==> src/rtl/decode_stage_pkg.sv <==
// Shared VeSPA decode definitions: opcodes, IR field positions and decode FSM states.
package decode_stage_pkg;

    localparam logic [4:0] OP_NOP = 5'd0;
    localparam logic [4:0] OP_ADD = 5'd1;
    localparam logic [4:0] OP_SUB = 5'd2;
    localparam logic [4:0] OP_OR  = 5'd3;
    localparam logic [4:0] OP_AND = 5'd4;
    localparam logic [4:0] OP_NOT = 5'd5;
    localparam logic [4:0] OP_XOR = 5'd6;
    localparam logic [4:0] OP_CMP = 5'd7;
    localparam logic [4:0] OP_BXX = 5'd8;
    localparam logic [4:0] OP_JMP = 5'd9;
    localparam logic [4:0] OP_LD  = 5'd10;
    localparam logic [4:0] OP_LDI = 5'd11;
    localparam logic [4:0] OP_LDX = 5'd12;
    localparam logic [4:0] OP_ST  = 5'd13;
    localparam logic [4:0] OP_STX = 5'd14;
    localparam logic [4:0] OP_HLT = 5'd31;

    localparam int OPC_LSB    = 27;
    localparam int RDST_LSB   = 22;
    localparam int COND_LSB   = 23;
    localparam int RS1_LSB    = 17;
    localparam int IMMSEL_BIT = 16;
    localparam int RS2_LSB    = 11;

    typedef enum logic {
        ST_RUN  = 1'b0,
        ST_HALT = 1'b1
    } state_e;

endpackage

==> src/rtl/decode_stage_regfile.sv <==
// Register file: two asynchronous read ports, one synchronous write port, no reset.
module decode_stage_regfile #(
    parameter int DW   = 32,
    parameter int NREG = 32,
    parameter int AW   = $clog2(NREG)
) (
    input  logic          i_clk,
    input  logic          i_we,
    input  logic [AW-1:0] i_waddr,
    input  logic [DW-1:0] i_wdata,
    input  logic [AW-1:0] i_raddr1,
    input  logic [AW-1:0] i_raddr2,
    output logic [DW-1:0] o_rdata1,
    output logic [DW-1:0] o_rdata2
);

    logic [DW-1:0] mem_q [NREG];

    always_ff @(posedge i_clk) begin
        if (i_we) begin
            mem_q[i_waddr] <= i_wdata;
        end
    end

    assign o_rdata1 = mem_q[i_raddr1];
    assign o_rdata2 = mem_q[i_raddr2];

endmodule

==> src/rtl/decode_stage.sv <==
// VeSPA decode stage: field split, operand read, immediate extension, output register and HLT FSM.
// Optional macro DECODE_WB_BYPASS_EN forwards same-cycle writeback data into the operands.
module decode_stage
    import decode_stage_pkg::*;
#(
    parameter int DW   = 32,
    parameter int NREG = 32,
    parameter int PC_W = 32
) (
    input  logic            i_clk_d,
    input  logic            i_rst_d,
    input  logic [PC_W-1:0] i_PC_d,
    input  logic [31:0]     i_IR_d,
    input  logic            i_valid_d,
    input  logic            i_stall_d,
    input  logic            i_flush_d,
    input  logic            i_wb_en_d,
    input  logic [4:0]      i_wb_addr_d,
    input  logic [DW-1:0]   i_wb_data_d,
    output logic [PC_W-1:0] o_PC_d,
    output logic [4:0]      o_opcode_d,
    output logic [4:0]      o_rdst_d,
    output logic [3:0]      o_cond_d,
    output logic [DW-1:0]   o_op1_d,
    output logic [DW-1:0]   o_op2_d,
    output logic [DW-1:0]   o_imm_d,
    output logic            o_valid_d,
    output logic            o_halt_d
);

    function automatic logic [DW-1:0] sext16(input logic signed [15:0] v);
        return DW'(v);
    endfunction

    function automatic logic [DW-1:0] sext17(input logic signed [16:0] v);
        return DW'(v);
    endfunction

    function automatic logic [DW-1:0] sext22(input logic signed [21:0] v);
        return DW'(v);
    endfunction

    function automatic logic [DW-1:0] sext23(input logic signed [22:0] v);
        return DW'(v);
    endfunction

    logic [4:0]    opcode, rdst, rs1, rs2;
    logic [3:0]    cond;
    logic [DW-1:0] rd1, rd2, op1_src, op2_reg, op2_dec, imm_dec;

    assign opcode = i_IR_d[OPC_LSB +: 5];
    assign rdst   = i_IR_d[RDST_LSB +: 5];
    assign cond   = i_IR_d[COND_LSB +: 4];
    assign rs1    = i_IR_d[RS1_LSB +: 5];
    assign rs2    = i_IR_d[RS2_LSB +: 5];

    decode_stage_regfile #(.DW(DW), .NREG(NREG), .AW(5)) u_regfile (
        .i_clk    (i_clk_d),
        .i_we     (i_wb_en_d),
        .i_waddr  (i_wb_addr_d),
        .i_wdata  (i_wb_data_d),
        .i_raddr1 (rs1),
        .i_raddr2 (rs2),
        .o_rdata1 (rd1),
        .o_rdata2 (rd2)
    );

`ifdef DECODE_WB_BYPASS_EN
    assign op1_src = (i_wb_en_d && (i_wb_addr_d == rs1)) ? i_wb_data_d : rd1;
    assign op2_reg = (i_wb_en_d && (i_wb_addr_d == rs2)) ? i_wb_data_d : rd2;
`else
    assign op1_src = rd1;
    assign op2_reg = rd2;
`endif

    always_comb begin
        op2_dec = i_IR_d[IMMSEL_BIT] ? sext16(i_IR_d[15:0]) : op2_reg;
        imm_dec = '0;
        case (opcode)
            OP_LD, OP_ST:   imm_dec = DW'(i_IR_d[21:0]);
            OP_LDI:         imm_dec = sext22(i_IR_d[21:0]);
            OP_LDX, OP_STX: imm_dec = sext17(i_IR_d[16:0]);
            OP_BXX:         imm_dec = sext23(i_IR_d[22:0]);
            OP_JMP:         imm_dec = sext16(i_IR_d[15:0]);
            default:        imm_dec = '0;
        endcase
    end

    state_e          state_q, state_d;
    logic [PC_W-1:0] pc_q, pc_d;
    logic [4:0]      opcode_q, opcode_d, rdst_q, rdst_d;
    logic [3:0]      cond_q, cond_d;
    logic [DW-1:0]   op1_q, op1_d, op2_q, op2_d, imm_q, imm_d;
    logic            valid_q, valid_d, halt_q, halt_d;

    // Priority below reset: halt > stall > flush > load.
    always_comb begin
        state_d  = state_q;
        pc_d     = pc_q;
        opcode_d = opcode_q;
        rdst_d   = rdst_q;
        cond_d   = cond_q;
        op1_d    = op1_q;
        op2_d    = op2_q;
        imm_d    = imm_q;
        valid_d  = valid_q;
        halt_d   = halt_q;
        if (state_q == ST_HALT) begin
            valid_d = 1'b0;
            halt_d  = 1'b1;
        end else if (!i_stall_d) begin
            if (i_flush_d || !i_valid_d) begin
                valid_d = 1'b0;
            end else begin
                pc_d     = i_PC_d;
                opcode_d = opcode;
                rdst_d   = rdst;
                cond_d   = cond;
                op1_d    = op1_src;
                op2_d    = op2_dec;
                imm_d    = imm_dec;
                valid_d  = 1'b1;
                if (opcode == OP_HLT) begin
                    state_d = ST_HALT;
                    halt_d  = 1'b1;
                    valid_d = 1'b0;
                end
            end
        end
    end

    always_ff @(posedge i_clk_d) begin
        if (i_rst_d) begin
            state_q  <= ST_RUN;
            pc_q     <= '0;
            opcode_q <= '0;
            rdst_q   <= '0;
            cond_q   <= '0;
            op1_q    <= '0;
            op2_q    <= '0;
            imm_q    <= '0;
            valid_q  <= 1'b0;
            halt_q   <= 1'b0;
        end else begin
            state_q  <= state_d;
            pc_q     <= pc_d;
            opcode_q <= opcode_d;
            rdst_q   <= rdst_d;
            cond_q   <= cond_d;
            op1_q    <= op1_d;
            op2_q    <= op2_d;
            imm_q    <= imm_d;
            valid_q  <= valid_d;
            halt_q   <= halt_d;
        end
    end

    assign o_PC_d     = pc_q;
    assign o_opcode_d = opcode_q;
    assign o_rdst_d   = rdst_q;
    assign o_cond_d   = cond_q;
    assign o_op1_d    = op1_q;
    assign o_op2_d    = op2_q;
    assign o_imm_d    = imm_q;
    assign o_valid_d  = valid_q;
    assign o_halt_d   = halt_q;

endmodule
==> config.mk <==
export PLATFORM = sky130hd
export DESIGN_NAME = decode_stage
export DESIGN_NICKNAME = d
export VERILOG_FILES = /design/src/rtl/decode_stage_pkg.sv /design/src/rtl/decode_stage_regfile.sv /design/src/rtl/decode_stage.sv
export SDC_FILE = /design/constraint.sdc
export NUM_CORES = 1
export LEC_CHECK = 0
export BUFFER_PORTS_ARGS = -buffer_cell sky130_fd_sc_hd__buf_4
export CORE_MARGIN = 1
export CORE_UTILIZATION = 30
export CTS_CLUSTER_SIZE = 8
export DETAILED_ROUTE_END_ITERATION = 7
export PLACE_DENSITY_LB_ADDON = 0.05
export SLEW_MARGIN = 20
export SYNTH_ARGS = -nofsm -noshare
export SYNTH_HDL_FRONTEND = slang
export SYNTH_SLANG_ARGS = --single-unit
==> constraint.sdc <==
create_clock -name i_clk_d -period 3.5 [get_ports i_clk_d]
set_input_delay 0.7 -clock i_clk_d [delete_from_list [all_inputs] [get_ports i_clk_d]]
set_output_delay 0.7 -clock i_clk_d [all_outputs]
set_load 0.01 [all_outputs]
# == Yosys cells after proc, flatten, opt, wreduce, memory -nomap -nowiden ==
# Memory sizes are Yosys's and may differ from the RTL's. A register that Yosys moved wholly into a read port is not among the register bits.
# Index checks and enable logic that the tools add are counted.
# classes
eq_ne,10
muxes,14
n_bitwise,3
n_reduce_logical,8
# ops
op,n
$pmux W32 S5,1
$eq A5 B4 Y1 const B,7
$mux W32,1
$mux W1,12
$reduce_and A3 Y1,2
$reduce_or A2 Y1,3
$eq A5 B5 Y1 const B,1
$not A1 Y1,3
$ne A2 B1 Y1 const B,1
$ne A2 B2 Y1 const B,1
$reduce_bool A2 Y1,1
$logic_not A1 Y1,1
$logic_or A1 B1 Y1,1
# word_totals
regBits,113
mem_bits_rw,1024
input_bits,107
output_inout_bits,144
elab_cells,45
mem_count,1
# mem_list
name,words,width,read_ports,rd_ports_with_merged_regs,wr,line,text
u_regfile.mem_q,32,32,2,1,1,decode_stage_regfile.sv:17,logic [DW-1:0] mem_q [NREG];

# == Longest topological paths before layout ==
# depth
depth_word,5
mapped_depth,9
mapped_depth_nobuf,5

# == Modules after synthesis ==
# A second synthesis with hierarchy kept.
# hier_totals
cells_unflattened,3970
area_unflattened_um2,53734.0
# modules_own_cells
mod,n_inst,cells_per_inst,area_each_um2,seq_area_each_um2
decode_stage_regfile,1,3386,48789.3,30749.5
decode_stage,1,584,4944.7,2642.5

# == Worst setup path before layout ==
# No wires, ideal clock.
# synth_path
kind,input to register
start,in i_wb_addr_d[1]
end,mem u_regfile.mem_q[12][0] (enable)
setup_time_ps,421
arrival_time_ps,2713
required_ps,3079
setup_slack_ps,366
cell_stages,3
n_path_buf,1
cell_sequence,or3b_2 -> clkbuf_1 -> nor2_1
# synth_lines
element,line,text
"start, declared",decode_stage.sv:18,"input logic [4:0] i_wb_addr_d,"
"end, declared",decode_stage_regfile.sv:17,
# Straight into the memory's write port.

==> results_dict.tcl <==
set metrics [dict create \
    synth.cell_area_um2 51600 \
    yosysWarnings 0 \
    min_from "i_IR_d[0]" \
    r2r-end "o_op1_d[13]" \
    clock.fmax_mhz 426 \
    period_share_pct 67.1 \
    cts_resized 0 \
    clock_skew_ns 0.0193 \
    holdPathEnd "o_imm_d[0]" \
    grt_max_degree 73 \
    die_w_um 417 \
    syn_area_per_cell_um2 18.0 \
    peakVddDrop_mv 0.448 \
    vias_per_cell 5.62 \
    fp.dieH_um 417 \
    cp_max_fo 21 \
    cts_root_buf "clkbuf_16" \
    status "completed" \
    area_growth_pct 21.2 \
    hold_depth 3 \
    ant_nets 0 \
    gr-total-overflow 0 \
    crit_arrival_ns 3.09 \
    die-area_um2 174000 \
    worst_pin_slew_ns 1.22 \
    critPathKind "in2reg" \
    ys_ff_latch 1156 \
    synth.net_count 2966 \
    ys_async_sr_fraction_pct 0 \
    worstSetupEndpointType "register" \
    fp-row-count 151 \
    cts_tree "yes" \
    reg2reg_slack_ns 1.42 \
    postCtsSetupBuffers 0 \
    ys_types 44 \
    grt_pass1_vias 33100 \
    hp-class "in2reg" \
    start_util_pct 30.3 \
    first_pass_iters 7 \
    wire_per_inst_um 36.3 \
    hold_buffers 0 \
    rsz0062_at_grt "false" \
    slew_violations 0 \
    drive_gt1_share_pct 34.4 \
    crit_path_start_kind "primary input" \
    dr_total_vias 31400 \
    drc 0 \
    clockBufferDepth 3 \
    synth_edf_count 1024 \
    clock_sinks 1156 \
    ys_seq_area_share_pct 64.8 \
    finalHoldViolCount 0 \
    htree_levels 4 \
    insertion_delay_ns 0.80 \
    synthCells 2859 \
    min_period_ns 2.35 \
    synth_ff_type "edfxtp_1" \
    relSlewSlack_pct 18.4 \
    drt-initial-drc-count 3144 \
    antenna_found_initial 17 \
    synth_area_leaders "edfxtp_1 60%, mux4_2 20%, dfxtp_1 5.1%" \
    setup_viol 0 \
    io_buffers 250 \
    dp_hpwl_mm 122 \
    r2r-start "state_q" \
    wl_mm 203 \
    gp_congestion 0.790 \
    yosysTopAreaCell "edfxtp_1" \
    grt_use_total_pct 23.2 \
    max_cap_violations 0 \
    hold_slack_ns 0.153 \
    grt_pass1_wl_mm 277 \
    core_um2 170000 \
    cellPowerDensity_nw_per_um2 529 \
    clk_pin_slew_ns 0.06 \
    ff2ff_path_depth 5 \
    yosys-top-cells-count "1024 x edfxtp_1, 461 x mux4_2, 180 x nand2_1" \
    synth_most_common_cell "edfxtp_1" \
    leakage_nw 20.4 \
    top_level_ports 251 \
    n_fill_cell 15800 \
    synth_top_area_share_pct 59.6 \
    crit_required_ns 4.25 \
    nets 3350 \
    numCtsBuffers 164 \
    fin_tns_setup_ns 0 \
]
final cells by class:
| cell class | instances | area (um^2) | area share [%] |
|---|---|---|---|
| Antenna cell | 3 | 7.51 | 0.0120 |
| Clock buffer | 279 | 4550 | 7.27 |
| Clock inverter | 16 | 245 | 0.392 |
| Inverter | 3 | 11.3 | 0.0180 |
| Multi-Input combinational cell | 1459 | 17200 | 27.5 |
| Sequential cell | 1156 | 33400 | 53.4 |
| Tap cell | 2218 | 2780 | 4.44 |
| Timing Repair Buffer | 459 | 4300 | 6.88 |
cells in the final DEF, fill, tap and decap left out, types with 5 or more instances in the layout:
| cell | instances |
|---|---|
| nor2_4 | 35 |
| a21o_1 | 18 |
| a22oi_1 | 126 |
| nand2_1 | 177 |
| inv_6 | 5 |
| mux2i_1 | 153 |
| or3_1 | 35 |
| and3_1 | 6 |
| o221ai_1 | 33 |
| nor2_1 | 98 |
| buf_4 | 389 |
| clkbuf_16 | 164 |
| o22ai_1 | 33 |
| o21a_1 | 13 |
| clkbuf_1 | 114 |
| buf_12 | 66 |
| mux4_2 | 461 |
| a22o_1 | 32 |
| a2111oi_0 | 32 |
| o211ai_1 | 14 |
| clkinv_8 | 7 |
| edfxtp_1 | 1024 |
| and2_1 | 5 |
| nand3b_1 | 8 |
| dfxtp_1 | 132 |
| a21oi_1 | 93 |
| o21ai_0 | 6 |
| o2111ai_1 | 17 |
| a311oi_1 | 17 |
power breakdown:
group	leakage, nW	switching [mW]	internal [mW]
clock network	2.27	6.25	8.81
logic	7.80	1.57	1.07
registers	10.3	0.121	15.2
total	20.4	7.94	25.1
cells by family (layout without fill, tap and decap cells):
| logic type | after synthesis | after routing | synth area share (%) |
|---|---|---|---|
| flip-flops | 1156 | 1156 | 64.8 |
| multiplexers | 614 | 614 | 23.1 |
| AO/OA/AOI/OAI | 439 | 439 | 6.15 |
| AND/OR/NAND/NOR | 405 | 405 | 3.44 |
| buffers and inverters | 244 | 757 | 2.53 |
| XOR/XNOR | 1 | 1 | 0.0170 |
| other | 0 | 3 | 0 |
critical path: stages:
cell       delay [ns]
buf_4            0.43
nand3b_1         0.20
buf_4            0.47
o22ai_1          0.28
a2111oi_0        0.61
buf_4            0.22
a22o_1           0.10
stage by stage:
step | utilization [%] | cell area (um^2) | setup WS [ns] | power [mW] | instances
final | 36.7 | 62500 | 1.15 | 33.0 | 5593
after global routing | 36.7 | 62500 | 1.06 | 34.1 | 5591
after CTS | 36.7 | 62500 | 1.07 | 33.5 | 5590
after detailed placement | 33.9 | 57700 | 0.314 | 18.3 | 5295
after global placement | 33.9 | 57700 | 0.373 | 18.3 | 5295
after floorplan | - | 51600 | 0.366 | 17.0 | 2859
worst max-delay path by stage:
stage,from,end,slack [ns],cells after the start
after floorplan,i_wb_addr_d[1],u_regfile.mem_q[12][0],0.37,3
after global placement,i_IR_d[21],o_op1_d[5],0.37,7
after detailed placement,i_IR_d[21],o_op1_d[5],0.31,7
after CTS,o_imm_d[30],o_imm_d[27],1.07,1
after global routing,o_imm_d[30],o_imm_d[24],1.06,1
final,i_IR_d[21],o_op1_d[5],1.15,7
layer usage:
metal / wire [um] / part of all wire [%] / track usage, %
met2: 99100 / 49 / 38.7
met1: 87000 / 43 / 31.0
met3: 11000 / 5.4 / 3.79
met4: 6160 / 3.0 / 7.13
met5: 10 / 0.0049 / 0
sequential cells by signal, summed over array words and instances, names as in the netlist:
register,count
o_op1_d,32
o_op2_d,32
o_PC_d,32
o_rdst_d,5
state_q,1
o_imm_d,23
o_halt_d,1
o_valid_d,1
o_opcode_d,5
u_regfile.mem_q,1024
(Power assumes the default switching activity.)
